## src/rtl/pipe_hazard_ctrl.sv

```systemverilog
// pipe_hazard_ctrl
//   Hazard, stall and flush sequencer for the 5-stage pipeline, plus the EX-stage
//   forwarding selects. Handles load-use stalls, data-memory wait states and
//   taken-branch flushes.
//   Optional feature macro: HAZ_PERF_CNT_EN. When it is defined, the stall_cnt and
//   flush_cnt performance counters are built. When it is not defined, both outputs
//   are tied to zero.
//
//   Handshake: a data-memory access completes in any cycle where dmem_req=1 and
//   dmem_ready=1. A cycle with dmem_req=1 and dmem_ready=0 is a wait state. During a
//   wait state PC and IF/ID are frozen and EX/MEM plus MEM/WB are held. The freeze is
//   released in the same cycle that dmem_ready rises.
//
//   Debug: dbg_state_o exposes the FSM state (RUN=0, MEM_WAIT=1, FLUSH=2).
module pipe_hazard_ctrl #(
   parameter int unsigned FLUSH_DEPTH = 2,
   parameter int unsigned MEM_TIMEOUT = 255,
   parameter int unsigned CNT_W       = 32
) (
   input  logic             clk,
   input  logic             rst_n,
   input  logic [4:0]       id_rs_addr,
   input  logic [4:0]       id_rt_addr,
   input  logic             id_uses_rt,
   input  logic             ex_mem_read,
   input  logic [4:0]       ex_rs_addr,
   input  logic [4:0]       ex_rt_addr,
   input  logic             ex_branch_tkn,
   input  logic             mem_reg_write,
   input  logic [4:0]       mem_dst_addr,
   input  logic             wb_reg_write,
   input  logic [4:0]       wb_dst_addr,
   input  logic             dmem_req,
   input  logic             dmem_ready,
   output logic             pc_write,
   output logic             ifid_write,
   output logic             ifid_flush,
   output logic             idex_bubble,
   output logic             exmem_hold,
   output logic [1:0]       fwd_a,
   output logic [1:0]       fwd_b,
   output logic             mem_err,
   output logic [CNT_W-1:0] stall_cnt,
   output logic [CNT_W-1:0] flush_cnt,
   output logic [1:0]       dbg_state_o
);

   typedef enum logic [1:0] {
      ST_RUN      = 2'd0,
      ST_MEM_WAIT = 2'd1,
      ST_FLUSH    = 2'd2
   } state_e;

   // Bubbles still owed after the branch cycle itself has already flushed.
   localparam logic [2:0] FLUSH_INIT  = 3'(FLUSH_DEPTH - 1);
   localparam bit         FLUSH_MULTI = (FLUSH_DEPTH > 1);
   localparam logic [7:0] TIMEOUT_LIM = 8'(MEM_TIMEOUT);

   state_e     state_q;
   logic [7:0] wait_cnt_q;
   logic [2:0] flush_left_q;
   logic       mem_err_q;

   logic mem_stall;
   logic load_use;

   // Raw hazard events, evaluated before any priority is applied.
   always_comb begin
      mem_stall = dmem_req & ~dmem_ready;
      load_use  = ex_mem_read & (ex_rt_addr != 5'd0) &
                  ((ex_rt_addr == id_rs_addr) |
                   (id_uses_rt & (ex_rt_addr == id_rt_addr)));
   end

   // Pipeline control decode from the current state and inputs; reset overrides all.
   always_comb begin
      pc_write    = 1'b1;
      ifid_write  = 1'b1;
      ifid_flush  = 1'b0;
      idex_bubble = 1'b0;
      exmem_hold  = 1'b0;
      if (!rst_n) begin
         pc_write    = 1'b0;
         ifid_write  = 1'b0;
         ifid_flush  = 1'b1;
         idex_bubble = 1'b1;
      end else begin
         case (state_q)
            ST_RUN: begin
               if (mem_stall) begin
                  pc_write   = 1'b0;
                  ifid_write = 1'b0;
                  exmem_hold = 1'b1;
               end else if (ex_branch_tkn) begin
                  ifid_flush  = 1'b1;
                  idex_bubble = 1'b1;
               end else if (load_use) begin
                  pc_write    = 1'b0;
                  ifid_write  = 1'b0;
                  idex_bubble = 1'b1;
               end
            end
            ST_MEM_WAIT: begin
               // The ready cycle releases the freeze immediately.
               if (!dmem_ready) begin
                  pc_write   = 1'b0;
                  ifid_write = 1'b0;
                  exmem_hold = 1'b1;
               end
            end
            ST_FLUSH: begin
               // A memory wait has priority over the remaining bubbles, which resume afterwards.
               if (mem_stall) begin
                  pc_write   = 1'b0;
                  ifid_write = 1'b0;
                  exmem_hold = 1'b1;
               end else begin
                  ifid_flush  = 1'b1;
                  idex_bubble = 1'b1;
               end
            end
            default: begin
               pc_write   = 1'b0;
               ifid_write = 1'b0;
            end
         endcase
      end
   end

   // EX-stage forwarding selects: EX/MEM beats MEM/WB, and $zero is never forwarded.
   always_comb begin
      fwd_a = 2'b00;
      fwd_b = 2'b00;
      if (rst_n) begin
         if (mem_reg_write && (mem_dst_addr != 5'd0) && (mem_dst_addr == ex_rs_addr)) begin
            fwd_a = 2'b10;
         end else if (wb_reg_write && (wb_dst_addr != 5'd0) && (wb_dst_addr == ex_rs_addr)) begin
            fwd_a = 2'b01;
         end
         if (mem_reg_write && (mem_dst_addr != 5'd0) && (mem_dst_addr == ex_rt_addr)) begin
            fwd_b = 2'b10;
         end else if (wb_reg_write && (wb_dst_addr != 5'd0) && (wb_dst_addr == ex_rt_addr)) begin
            fwd_b = 2'b01;
         end
      end
   end

   // Sequencer FSM with the wait-timeout counter, the flush down-counter and the sticky error.
   always_ff @(posedge clk) begin
      if (!rst_n) begin
         state_q      <= ST_RUN;
         wait_cnt_q   <= 8'd0;
         flush_left_q <= 3'd0;
         mem_err_q    <= 1'b0;
      end else begin
         case (state_q)
            ST_RUN: begin
               if (mem_stall) begin
                  state_q    <= ST_MEM_WAIT;
                  wait_cnt_q <= 8'd1;
               end else if (ex_branch_tkn && FLUSH_MULTI) begin
                  state_q      <= ST_FLUSH;
                  flush_left_q <= FLUSH_INIT;
               end
            end
            ST_MEM_WAIT: begin
               if (dmem_ready) begin
                  state_q <= ST_RUN;
               end else if (wait_cnt_q >= TIMEOUT_LIM) begin
                  mem_err_q <= 1'b1;
                  state_q   <= ST_RUN;
               end else begin
                  wait_cnt_q <= wait_cnt_q + 8'd1;
               end
            end
            ST_FLUSH: begin
               if (!mem_stall) begin
                  flush_left_q <= flush_left_q - 3'd1;
                  if (flush_left_q <= 3'd1) begin
                     state_q <= ST_RUN;
                  end
               end
            end
            default: state_q <= ST_RUN;
         endcase
      end
   end

   assign mem_err     = mem_err_q;
   assign dbg_state_o = state_q;

`ifdef HAZ_PERF_CNT_EN
   logic [CNT_W-1:0] stall_cnt_q;
   logic [CNT_W-1:0] flush_cnt_q;
   logic             branch_acc;

   // A branch is accepted only in RUN when no memory wait pre-empts it.
   assign branch_acc = (state_q == ST_RUN) & ~mem_stall & ex_branch_tkn;

   // Saturating performance counters; the forced stall during reset is not counted.
   always_ff @(posedge clk) begin
      if (!rst_n) begin
         stall_cnt_q <= '0;
         flush_cnt_q <= '0;
      end else begin
         if (!pc_write && (stall_cnt_q != {CNT_W{1'b1}})) begin
            stall_cnt_q <= stall_cnt_q + CNT_W'(1);
         end
         if (branch_acc && (flush_cnt_q != {CNT_W{1'b1}})) begin
            flush_cnt_q <= flush_cnt_q + CNT_W'(1);
         end
      end
   end

   assign stall_cnt = stall_cnt_q;
   assign flush_cnt = flush_cnt_q;
`else
   assign stall_cnt = '0;
   assign flush_cnt = '0;
`endif

endmodule

```

## config.mk

```make
export PLATFORM = sky130hd
export DESIGN_NAME = pipe_hazard_ctrl
export DESIGN_NICKNAME = d
export VERILOG_FILES = /design/src/rtl/pipe_hazard_ctrl.sv
export SDC_FILE = /design/constraint.sdc
export NUM_CORES = 1
export LEC_CHECK = 0
export CAP_MARGIN = 5
export CORE_MARGIN = 8
export CORE_UTILIZATION = 39
export CTS_CLUSTER_DIAMETER = 60
export DETAILED_ROUTE_END_ITERATION = 8
export PLACE_DENSITY = 0.86
export SYNTH_ARGS = -nofsm -noshare
export SYNTH_HDL_FRONTEND = slang
export SYNTH_SLANG_ARGS = --single-unit
```

## constraint.sdc

```tcl
create_clock -name clk -period 3.9 [get_ports clk]
set_input_delay 0.39 -clock clk [delete_from_list [all_inputs] [get_ports clk]]
set_output_delay 0.39 -clock clk [all_outputs]
set_load 0.05 [all_outputs]
```

Yosys cells after proc, flatten, opt, wreduce, memory -nomap -nowiden
Cells that the tools add are included.
{"block": "classes", "n_mux": 41, "reduce_logical": 17, "n_eq_ne": 17, "addsub": 2, "bitwise_logic": 6, "order_cmp": 2}
{"op": "5-bit == test", "count": 6}
{"op": "8-bit 2-to-1 mux", "count": 3}
{"op": "2-bit 2-to-1 mux", "count": 10}
{"op": "1-bit 2-to-1 mux", "count": 18}
{"op": "8-bit case mux with 2 select lines", "count": 1}
{"op": "5-bit nonzero test", "count": 3}
{"op": "2-bit inequality test, second input constant", "count": 7}
{"op": "4-bit AND reduction", "count": 3}
{"op": "3-bit 2-to-1 mux", "count": 3}
{"op": "8-bit by 1-bit adder with 8-bit output, second input constant", "count": 1}
{"op": "8-bit greater-or-equal comparator, second input constant", "count": 1}
{"op": "1-bit logical AND", "count": 6}
{"op": "3-bit inequality test, second input constant", "count": 2}
{"op": "1-bit case mux with 2 select lines", "count": 3}
{"op": "2-bit case mux with 3 select lines", "count": 1}
{"op": "3-bit case mux with 2 select lines", "count": 1}
{"op": "1-bit bitwise AND", "count": 4}
{"op": "2-bit nonzero test", "count": 2}
{"op": "3-bit by 1-bit <= comparator with 1-bit output, second input constant", "count": 1}
{"op": "1-bit case mux with 3 select lines", "count": 1}
{"op": "3-bit AND reduction", "count": 1}
{"op": "3-bit by 1-bit subtractor with 3-bit output, second input constant", "count": 1}
{"op": "2-bit by 1-bit == test with 1-bit output, second input constant", "count": 1}
{"op": "2-bit == test, second input constant", "count": 1}
{"op": "4 further kinds", "count": 4}
{"block": "totals", "reg_bits": 14, "out_inout_bits": 76, "word_cells": 89, "input_bits": 39}

Longest topological paths before layout
Gate-level depths: netlist of the first run.
{"block": "depth", "word_depth": 9, "ltp_mapped": 6, "depth_no_buf": 5}

Least setup slack after synthesis of the first run
No wires, ideal clock.
{"block": "synth_path", "path_kind": "input-to-output", "startpoint": "input mem_dst_addr[1]", "endpoint": "output fwd_a[0]", "t_arrival_ns": 2.741, "slack_ns": 0.769, "path_stages": 4, "path_buffers": 0, "t_required_ns": 3.510, "path_cell_list": "or4_1 -> o21ai_0 -> nor4_1 -> nor4_1"}
{"block": "synth_via", "elab_chain_cells": 5, "elab_cells_between_ends": 6, "cone_classes": "eq/ne (1); mux (2); reduce/logical (3)"}
{"item": "from (decl)", "line_no": "30", "rtl": "input logic [4:0] mem_dst_addr,"}
{"item": "5-bit nonzero test", "line_no": "135", "rtl": "if (mem_reg_write && (mem_dst_addr != 5'd0) && (mem_dst_addr == ex_rs_addr)) begin"}
{"item": "1-bit logical AND", "line_no": "135"}
{"item": "1-bit logical AND (*)", "line_no": "135"}
{"item": "2-bit 2-to-1 mux (*)", "line_no": "135"}
{"item": "2-bit 2-to-1 mux (*)", "line_no": "134", "rtl": "if (rst_n) begin"}
{"item": "to (decl)", "line_no": "40", "rtl": "output logic [1:0] fwd_a,"}
Every way passes the cells marked *; elsewhere a longest branch is shown, timed or not.

Worst setup path in the final report of the first run
Same ends and word-level chain as after synthesis.

==> results by group, run 1 <==
Pwr
  • Pwr Density: 291 mW/mm²
  • Leakage power: 0.835 nW
  • Seq pwr share: 25.9%
  • Maximum vdd drop: about 0.15 mV
  • Clock Power Share: between 20% and 30%
  • Switching part of the total: 47.0%
  • Switch Pwr: roughly 0.28 mW
  • P_int: about 0.32 mW
  • Combinational Power Share: approximately 50%

Cells and area
  • Multi-input logic area: 0.00113 mm²
  • ANT cells: 0
  • Storage element area: 280 µm²
  • Fillers: between 400 and 500
  • Layout cells sized above 1: under 10%
  • Area Growth Syn to Fin: 18.3%
  • Final Net Count: between 300 and 400
  • Cell Count, Final, Fillers Out: 320

STA
  • Fmax: ~300 MHz
  • Slew margin rel.: between 50% and 60%
  • Final Cycle Share: between 80% and 90%
  • Final TNS setup: 0 ns
  • Hold Violations, Final: 0
  • Setup ws final: 0.626 ns
  • Layout Skew: 0.00269 ns
  • Setup-failing EPs final: 0
  • Slew @ Worst Pin: 0.665 ns
  • RSZ-0062 raised after global routing: false
  • Worst hold slack: about 0.47 ns
  • Post-layout min period: around 3.3 ns
  • Max Slew Vio Count: 0

Global routing
  • Total GRT Usage: between 10% and 20%
  • Antenna violations before repair: 0
  • Overflow after GRT: 0
  • First-pass GRT wire length: around 6.4 mm
  • Vias in the first global route: 1483
  • Largest net degree at the start of global routing: 14

Logic synthesis
  • Synthesized instance count: between 200 and 250
  • Compound-cell area share of the yosys netlist: around an eighth
  • Syn Std Cell Area: between 0.0015 and 0.002 mm²
  • Synth Area in Simple Gates: a little under 20%
  • Syn avg cell area: a little under 8 µm²
  • Cell variety after synth: roughly 40
  • Synth top area cells: buf_4 28%, dfxtp_1 16%, xor2_1 11%, xnor2_1 4.5%, a21oi_1 3.7%
  • Main combinational cell family by area after synthesis: buffers and inverters
  • Count leader, synth: buf_4
  • Synth top cells by count: 65 x buf_4, 21 x xor2_1, 14 x dfxtp_1
  • Synth Warn #: 0
  • XOR/XNOR Fraction of Synth Area: around 15%
  • Post-synthesis mux area share: 2.30%
  • Post-synth EDFFs: 0
  • Post-synthesis sequential area ratio: approximately 16%
  • Most used flip-flop cell after synthesis: dfxtp_1
  • Adder-Cell Fraction of Synth Area: 2.16%
  • Synth async-reset ratio: 0%
  • Top-area cell type share of the netlist area: approximately 28%
  • Synthesized flop and latch total: 14
  • Leading area contributor after synthesis: buf_4

Clock tree
  • Reg clk slew, reported paths: 0.06 ns
  • Clock root buffer: clkbuf_8
  • Buffer depth of the longest clock path: 2
  • Post-CTS setup buffers: 0
  • CTS tree: yes
  • Post-CTS Hold Buffers: 0
  • TritonCTS buffer count: 3
  • Resized Gates After CTS: 0
  • Clock insertion delay at the later pin of the skew report: roughly 0.25 ns
  • CTS sink cnt: 14
  • H-tree levels: 1

Drt
  • Vias per cell: approximately 4.7
  • WL final: about 4.2 mm
  • First-pass DRT Iterations: 4
  • Average routed wire per standard cell: ~13 µm
  • First DRT Iteration DRCs: roughly 80
  • Antenna-violating nets left: 0
  • Total number of vias: 1494
  • Drt drc: 0

Floorplan
  • Initial Util: roughly 40%
  • Core area: ~0.0043 mm²
  • IO Pins: roughly 120
  • Floorplan row count: 24
  • Die height: 82.8 µm
  • Die footprint: a little under 0.007 mm²
  • Die Span X: 82.8 µm

Worst setup path
  • Crit path max-delay family: buffers and inverters
  • CP Max Fanout: 3
  • Endpoint class of the critical path: output pin
  • CP cell instances: clkdlybuf4s50_1, or4_1, o21ai_0, nor4_1, nor4_1, clkdlybuf4s50_1
  • CP arrival: 2.88 ns
  • Setup Crit Path Kind: in -> out
  • Req. time, crit path: around 3.5 ns
  • Worst setup SP type: input port
  • CP max stage delay: about 0.88 ns
  • WP buf/inv: 2
  • Slowest cell on crit path: clkdlybuf4s50_1
  • Critical path depth: 6
  • FF-to-FF path depth: 4

Min path
  • Hold Crit Class: reg -> reg
  • Hold depth: 2

Placement
  • Place WS: ~0.60 ns
  • Final Wtd Congestion: 0.920
  • Placed cells: around 320
  • IO buf count: 50
  • Dpl hpwl: 3.67 mm

Job
  • Number of max-cap violations: 0

Run status
  • Status: completed
==> worst paths after layout <==
kind                                      start       endpoint  slack [ns]
worst max-delay path            mem_dst_addr[1]       fwd_a[0]        0.63
worst min-delay path              wait_cnt_q[6]  wait_cnt_q[6]        0.47
worst max register to register   dbg_state_o[0]  wait_cnt_q[4]        1.94
worst min register to register    wait_cnt_q[6]  wait_cnt_q[6]        0.47
==> through the flow <==
| stage | total power [mW] | area (µm²) | utilization, % |
|---|---|---|---|
| 2_1_floorplan | 0.437 | 1980 | - |
| 3_3_place_gp | 0.449 | 2000 | 46.3 |
| 3_5_place_dp | 0.454 | 2000 | 46.3 |
| 4_1_cts | 0.601 | 2060 | 47.6 |
| 5_1_grt | 0.633 | 2060 | 47.6 |
| 6_report | 0.600 | 2060 | 47.6 |
==> cells in the final DEF, fill, tap and decap left out, drive strengths merged, types with 2 or more instances in the layout <==
master / n
a2111o: 2
a211oi: 2
a21o: 2
a21oi: 13
and2: 3
and3: 2
clkbuf: 4
clkdlybuf4s50: 50
conb: 64
dfxtp: 14
ha: 3
inv: 5
mux2i: 4
nand2: 10
nand2b: 6
nand3: 8
nor2: 5
nor2b: 2
nor3: 6
nor4: 8
o211ai: 3
o21ai: 5
or3: 2
or4: 4
xnor2: 9
xor2: 21
==> state kept, by name, summed over array words and instances (netlist names) <==
register,flops
dbg_state_o,2
flush_left_q,3
mem_err,1
wait_cnt_q,8
==> layout make-up <==
class / count / share of cell area (%)
clock buffers: 4 / 2.67
well taps: 52 / 3.16
multi-input cells: 193 / 54.8
inverters: 6 / 1.09
flip-flops and latches: 14 / 13.6
repair buffers: 51 / 24.7
==> power groups by stage <==
| stage | Combinational [mW] | Clock [mW] | Sequential [mW] |
|---|---|---|---|
| after floorplan | 0.277 | 0 | 0.161 |
| after CTS | 0.295 | 0.150 | 0.156 |
| after global placement | 0.290 | 0 | 0.158 |
| after global routing | 0.316 | 0.160 | 0.157 |
| after detailed placement | 0.295 | 0 | 0.159 |
| final | 0.299 | 0.146 | 0.156 |
==> layer usage <==
layer  part of all wire [%]  vias up  wire length (µm)  GRT usage (%)
met1                     36      667              1550           11.7
li1                       -      723                 -              -
met5                      0        -                 0              0
met4                    3.8        0               159           8.45
met3                     12       14               526           4.63
met2                     47       90              2000           20.1
==> worst register-to-register path: stages (launching register included) <==
cell	delay [ns]
dfxtp_1	0.56
nor3b_1	0.46
o21ai_1	0.37
a2111o_1	0.46
o21ai_2	0.06
==> kinds of logic after synthesis <==
| kind of cell | after synthesis |
|---|---|
| xor+xnor | 30 |
| mux | 4 |
| simple gates | 60 |
| fa+ha+maj | 3 |
| flops | 14 |
| compound gates | 32 |
| other cells | 1 |
| buf+inv | 82 |
(Power assumes the default switching activity.)
==> run 2, diff against run 1 <==
--- a/config.mk
+++ b/config.mk
@@ -7,10 +7,10 @@
 export LEC_CHECK = 0
 export CAP_MARGIN = 5
 export CORE_MARGIN = 8
-export CORE_UTILIZATION = 39
+export CORE_UTILIZATION = 33
 export CTS_CLUSTER_DIAMETER = 60
 export DETAILED_ROUTE_END_ITERATION = 8
-export PLACE_DENSITY = 0.86
+export PLACE_DENSITY = 0.78
 export SYNTH_ARGS = -nofsm -noshare
 export SYNTH_HDL_FRONTEND = slang
 export SYNTH_SLANG_ARGS = --single-unit
==> constraint.sdc (replaced) <==
create_clock -name clk -period 2.8 [get_ports clk]
set_input_delay 0.28 -clock clk [delete_from_list [all_inputs] [get_ports clk]]
set_output_delay 0.28 -clock clk [all_outputs]
set_load 0.05 [all_outputs]
==> run 2 against run 1 <==
Effect of this change: register-to-register slack worse by 1.1 ns; final cell count is 5.3% higher; worst hold slack worse by 0.0047 ns; critical path type unchanged; largest cell class unchanged; largest power group unchanged.
==> results by group, run 2 (same netlist as run 1, synthesis figures left out) <==
Clock tree
  • Resized Gates After CTS: 0 (unchanged)
  • Reg clk slew, reported paths: 0.05 ns (about the same)
  • CTS sink cnt: 14 (unchanged)
  • Post-CTS setup buffers: 0 (unchanged)
  • TritonCTS buffer count: 3 (unchanged)
  • Clock root buffer: clkbuf_8
  • Buffer depth of the longest clock path: 2 (unchanged)
  • CTS tree: yes
  • Clock insertion delay at the later pin of the skew report: 0.24 ns (about the same)
  • Post-CTS Hold Buffers: 0 (unchanged)
  • H-tree levels: 1 (unchanged)

Worst setup path
  • CP cell instances: clkdlybuf4s50_1, or4_1, o21ai_0, nor4_1, nor4_2, buf_12
  • Slowest cell on crit path: or4_1
  • Crit path max-delay family: simple AND/OR/NAND/NOR gates
  • WP buf/inv: 2 (unchanged)
  • Endpoint class of the critical path: output pin
  • R2R setup slack: 0.80 ns (-1.14 ns)
  • Req. time, crit path: 2.52 ns (-0.99 ns)
  • CP Max Fanout: 3 (unchanged)
  • CP arrival: 2.20 ns (-0.68 ns)
  • Worst setup SP type: input port
  • CP max stage delay: 0.53 ns (-0.35 ns)
  • Setup Crit Path Kind: in -> out

Cells and area
  • Area Growth Syn to Fin: 21.5%
  • Max FFs per register: 8 (unchanged)
  • Commonest non-fill, non-tap cell in the layout: conb_1
  • Cell Count, Final, Fillers Out: 337 (+5.3%)
  • ANT cells: 0 (unchanged)
  • Final Net Count: 311 (unchanged)
  • Layout cells sized above 1: 5.99% (+3.4 points)
  • Most flop-heavy register: wait_cnt_q
  • Commonest non-fill, non-tap cells in the layout: 64 x conb_1, 41 x clkdlybuf4s50_1, 21 x xor2_1, 14 x dfxtp_1, 13 x a21oi_1

Placement
  • Final Wtd Congestion: 0.938 (+1.9%)
  • Dpl hpwl: 3.92 mm (+7.0%)
  • IO buf count: 50 (unchanged)
  • Place WS: 0.345 ns (-0.256 ns)
  • Placed cells: 334 (+5.7%)

Global routing
  • GR Util met1: 10.8% (-0.87 points)
  • Vias in the first global route: 1399 (-5.7%)
  • First-pass GRT wire length: 6.71 mm (+4.5%)
  • GR Layer Usage met2: 21.1% (+0.99 points)
  • GRT met3 Usage: 1.58% (-3.1 points)
  • Largest net degree at the start of global routing: 14 (unchanged)
  • Total GRT Usage: 10.8% (-1.1 points)
  • GR peak layer: met2
  • Antenna violations before repair: 0 (unchanged)
  • Overflow after GRT: 0 (unchanged)

Drt
  • Antenna-violating nets left: 0 (unchanged)
  • Total number of vias: 1453 (-2.7%)
  • Average routed wire per standard cell: 13.3 µm (+0.22%)
  • First DRT Iteration DRCs: 36 (-56%)
  • First-pass DRT Iterations: 4 (unchanged)
  • Drt drc: 0 (unchanged)
  • WL final: 4.47 mm (+5.5%)
  • Vias per cell: 4.31 (-7.7%)

STA
  • Final TNS setup: 0 ns (unchanged)
  • Layout Skew: 0.00475 ns (+0.00207 ns)
  • Post-layout min period: 2.48 ns
  • Hold Violations, Final: 0 (unchanged)
  • Setup-failing EPs final: 0 (unchanged)
  • Final Cycle Share: between 80% and 90%
  • Slew @ Worst Pin: 0.726 ns (+0.0606 ns)
  • RSZ-0062 raised after global routing: false
  • Fmax: 404 MHz
  • Setup ws final: 0.324 ns (-0.302 ns)
  • Max Slew Vio Count: 0 (unchanged)
  • Slew margin rel.: 51.3% (-4.1 points)

Pwr
  • Maximum vdd drop: 0.132 mV (-13%)
  • Pwr Density: 382 mW/mm² (+31%)
  • Leakage power: 0.860 nW (+3.0%)

Floorplan
  • Core area: 0.00511 mm² (+18%)
  • Initial Util: 34.1% (-6.2 points)
  • Die Span X: 88.6 µm (+7.0%)
  • IO Pins: 115 (unchanged)
  • Die footprint: 0.00785 mm² (+15%)
  • Die height: 88.6 µm (+7.0%)
  • Floorplan row count: 26 (+8.3%)

Run status
  • Status: completed

Job
  • Number of max-cap violations: 0 (unchanged)

Min path
  • Hold Crit Class: reg -> reg
-- run 2: cell count changes in the layout (fill, tap and decap cells not counted), sizes merged --
cell and change:
clkdlybuf4s50 -9, buf +9, clkbuf -1
-- run 2: layout make-up --
type | instances | area, µm²
Fill cell | 532 | 2990
Multi-Input combinational cell | 193 | 1130
Timing Repair Buffer | 51 | 548
Sequential cell | 14 | 280
Tap cell | 70 | 87.6
Clock buffer | 3 | 41.3
Inverter | 6 | 22.5
-- run 2: through the flow --
stage	power [mW]	hold slack, ns	util [%]	instance area (µm²)
CTS	0.808	0.471	41.4	2110
global placement	0.639	0.455	40.6	2070
global route	0.847	0.525	41.4	2110
finish	0.806	0.468	41.4	2110
floorplan	0.610	0.442	-	1980
detailed placement	0.645	0.461	40.6	2070
-- run 2: worst paths after layout --
| path | from | endpoint | cells past startpoint |
|---|---|---|---|
| setup / recovery | mem_dst_addr[1] | fwd_a[0] | 6 |
| setup reg to reg | dbg_state_o[0] | wait_cnt_q[4] | 4 |
| hold reg to reg | wait_cnt_q[6] | wait_cnt_q[6] | 2 |
| hold / removal | wait_cnt_q[6] | wait_cnt_q[6] | 2 |
-- run 2: metal layers --
metal / part of all wire (%) / up-vias
met3: 6.0 / 10
met1: 36 / 672
met5: 0 / -
met2: 54 / 56
met4: 3.4 / 0
li1: - / 715
-- run 2: power by group --
group | internal (mW) | switching, mW | leakage, nW | total, mW
sequential | 0.207 | 0.0102 | 0.114 | 0.217
combinational | 0.120 | 0.308 | 0.725 | 0.427
clock | 0.0950 | 0.0668 | 0.0216 | 0.162
total | 0.422 | 0.385 | 0.860 | 0.806
-- run 2: worst reg2reg max path: cells and delay by family, from the launching register on --
kind | cells | cell delay (ns)
AO/OA/AOI/OAI | 3 | 0.90
flip-flops | 1 | 0.57
AND/OR/NAND/NOR | 1 | 0.45
==> run 3, diff against run 2 <==
--- a/config.mk
+++ b/config.mk
@@ -10,6 +10,7 @@
 export CORE_UTILIZATION = 33
 export CTS_CLUSTER_DIAMETER = 60
 export DETAILED_ROUTE_END_ITERATION = 8
+export GPL_TIMING_DRIVEN = 0
 export PLACE_DENSITY = 0.78
 export SYNTH_ARGS = -nofsm -noshare
 export SYNTH_HDL_FRONTEND = slang
==> run 3 against run 2 <==
Effect of this change: register-to-register slack gained 0.19 ns; core utilization grew 8.8 points; sequential share of layout area shrank 2.3 points; sequential power shrank 2%; routed wire length grew 6.0%; via count grew 11%; non-clock buffer count grew 69; critical path depth is the same; first-iteration DRC count grew 83%; clock power grew 25%; critical endpoint is now fwd_b[0]; largest power group unchanged; highest routed layer unchanged.
==> results by group, run 3 (same netlist as run 1, synthesis figures left out) <==
Run status
  • Status: completed

Worst setup path
  • Endpoint class of the critical path: output pin
  • Setup Crit Path Kind: in -> out
  • CP Max Fanout: 3 (unchanged)
  • Req. time, crit path: 2.52 ns (about the same)
  • CP arrival: 2.37 ns (+0.17 ns)
  • Worst setup SP type: input port

Drt
  • Antenna-violating nets left: 0 (unchanged)
  • First-pass DRT Iterations: 4 (unchanged)
  • First DRT Iteration DRCs: 66 (+83%)
  • Drt drc: 0 (unchanged)
  • Average routed wire per standard cell: 11.6 µm (-12%)
  • WL final: 4.74 mm (+6.0%)
  • Vias per cell: 3.97 (-7.9%)
  • Total number of vias: 1617 (+11%)

Global routing
  • Antenna violations before repair: 0 (unchanged)
  • Total GRT Usage: 11.4% (+0.56 points)
  • First-pass GRT wire length: 7.15 mm (+6.5%)
  • Largest net degree at the start of global routing: 11 (-3)
  • Overflow after GRT: 0 (unchanged)
  • Vias in the first global route: 1509 (+7.9%)

STA
  • Final TNS setup: 0 ns (unchanged)
  • Slew @ Worst Pin: 0.689 ns (-0.0372 ns)
  • RSZ-0062 raised after global routing: false
  • Hold Violations, Final: 0 (unchanged)
  • Fmax: 377 MHz (-6.6%)
  • Post-layout min period: 2.65 ns (+0.175 ns)
  • Setup-failing EPs final: 0 (unchanged)
  • Max Slew Vio Count: 0 (unchanged)
  • Slew margin rel.: 53.8% (+2.5 points)
  • Final Cycle Share: 94.7% (+6.3 points)
  • Worst hold slack: 0.459 ns (-0.00905 ns)
  • Layout Skew: 0.00226 ns (-0.00249 ns)

Floorplan
  • Die Span X: 88.6 µm (unchanged)
  • Floorplan row count: 26 (unchanged)
  • Initial Util: 34.1% (unchanged)
  • Die height: 88.6 µm (unchanged)
  • IO Pins: 115 (unchanged)
  • Die footprint: 0.00785 mm² (unchanged)
  • Core area: 0.00511 mm² (unchanged)

Clock tree
  • Post-CTS setup buffers: 0 (unchanged)
  • TritonCTS buffer count: 3 (unchanged)
  • CTS tree: yes
  • CTS sink cnt: 14 (unchanged)
  • H-tree levels: 1 (unchanged)
  • Resized Gates After CTS: 5 (+5)
  • Post-CTS Hold Buffers: 0 (unchanged)
  • Clock insertion delay at the later pin of the skew report: 0.25 ns (about the same)
  • Buffer depth of the longest clock path: 2 (unchanged)
  • Clock root buffer: clkbuf_8
  • Reg clk slew, reported paths: 0.06 ns (about the same)

Cells and area
  • Layout cells sized above 1: 22.6% (+17 points)
  • Final Net Count: 380 (+22%)
  • Commonest non-fill, non-tap cell in the layout: buf_4
  • Area Growth Syn to Fin: 47.4%
  • Most flop-heavy register: wait_cnt_q
  • Max FFs per register: 8 (unchanged)
  • Multi-input logic area: 0.00113 mm² (unchanged)
  • Storage element area: 280 µm² (unchanged)
  • Fillers: 512 (-3.8%)
  • Commonest non-fill, non-tap cells in the layout: 65 x buf_4, 64 x conb_1, 36 x clkdlybuf4s50_1, 21 x xor2_1, 14 x dfxtp_1
  • ANT cells: 0 (unchanged)

Placement
  • IO buf count: 44 (-12%)
  • Final Wtd Congestion: 0.813 (-13%)
  • Dpl hpwl: 4.13 mm (+5.3%)

Pwr
  • Maximum vdd drop: 0.146 mV (+10%)
  • Pwr Density: 353 mW/mm² (-7.5%)
  • Leakage power: 1.24 nW (+44%)

Min path
  • Hold Crit Class: in -> reg

Job
  • Number of max-cap violations: 0 (unchanged)
==> run 3: changes by cell type in the layout (fill, tap and decap cells not counted) <==
cell | previous run | this run
clkbuf_8 | 3 | 4
dlymetal6s2s_1 | 0 | 3
clkbuf_2 | 0 | 1
dlygate4sd2_1 | 0 | 3
clkdlybuf4s15_1 | 0 | 1
buf_6 | 0 | 2
clkdlybuf4s50_1 | 41 | 36
buf_4 | 5 | 65
clkbuf_1 | 0 | 8
buf_12 | 5 | 0
buf_2 | 0 | 1
==> run 3: worst max-delay path, stage by stage <==
cell and delay [ns]:
clkdlybuf4s50_1 0.46, or4_1 0.54, o21ai_0 0.24, nor4_1 0.13, nor3_1 0.18, clkdlybuf4s15_1 0.54
==> run 3: cell type report <==
class	instances	area share [%]
repair buffers	44	17.1
multi-input cells	193	44.2
plain buffers	76	21.3
well taps	70	3.42
flip-flops and latches	14	10.9
clock buffers	4	2.15
inverters	6	0.878
==> run 3: path summary, 6_finish.rpt <==
kind / start / to / slack [ns] / cells past startpoint
worst max-delay path: mem_dst_addr[1] / fwd_b[0] / 0.15 / 6
worst min-delay path: rst_n / wait_cnt_q[2] / 0.46 / 3
worst max register to register: dbg_state_o[1] / wait_cnt_q[4] / 0.99 / 5
worst min register to register: mem_err / mem_err / 0.47 / 2
==> run 3: layer usage <==
layer	vias to the layer above	GRT usage, %	part of all wire, %
met5	-	0	0
met4	0	2.46	0.97
met3	4	1.86	7.4
met2	56	23.6	57
met1	700	11.1	35
li1	857	-	-
==> run 3: where the power goes <==
part | switching, mW | internal [mW] | leakage [nW]
Clock | 0.0775 | 0.125 | 0.0288
Combinational | 0.321 | 0.170 | 1.09
Sequential | 0.00534 | 0.207 | 0.114
==> run 3: per-stage QoR <==
step | power [mW] | setup slack, ns | util [%] | instance area, µm² | std cells
global placement | 0.700 | -0.213 | 49.1 | 2510 | 403
floorplan | 0.610 | 0.298 | - | 1980 | 289
finish | 0.905 | 0.149 | 50.2 | 2560 | 407
CTS | 0.904 | 0.00623 | 50.1 | 2560 | 407
global route | 0.947 | 0.0117 | 50.2 | 2560 | 407
detailed placement | 0.706 | -0.276 | 49.1 | 2510 | 403
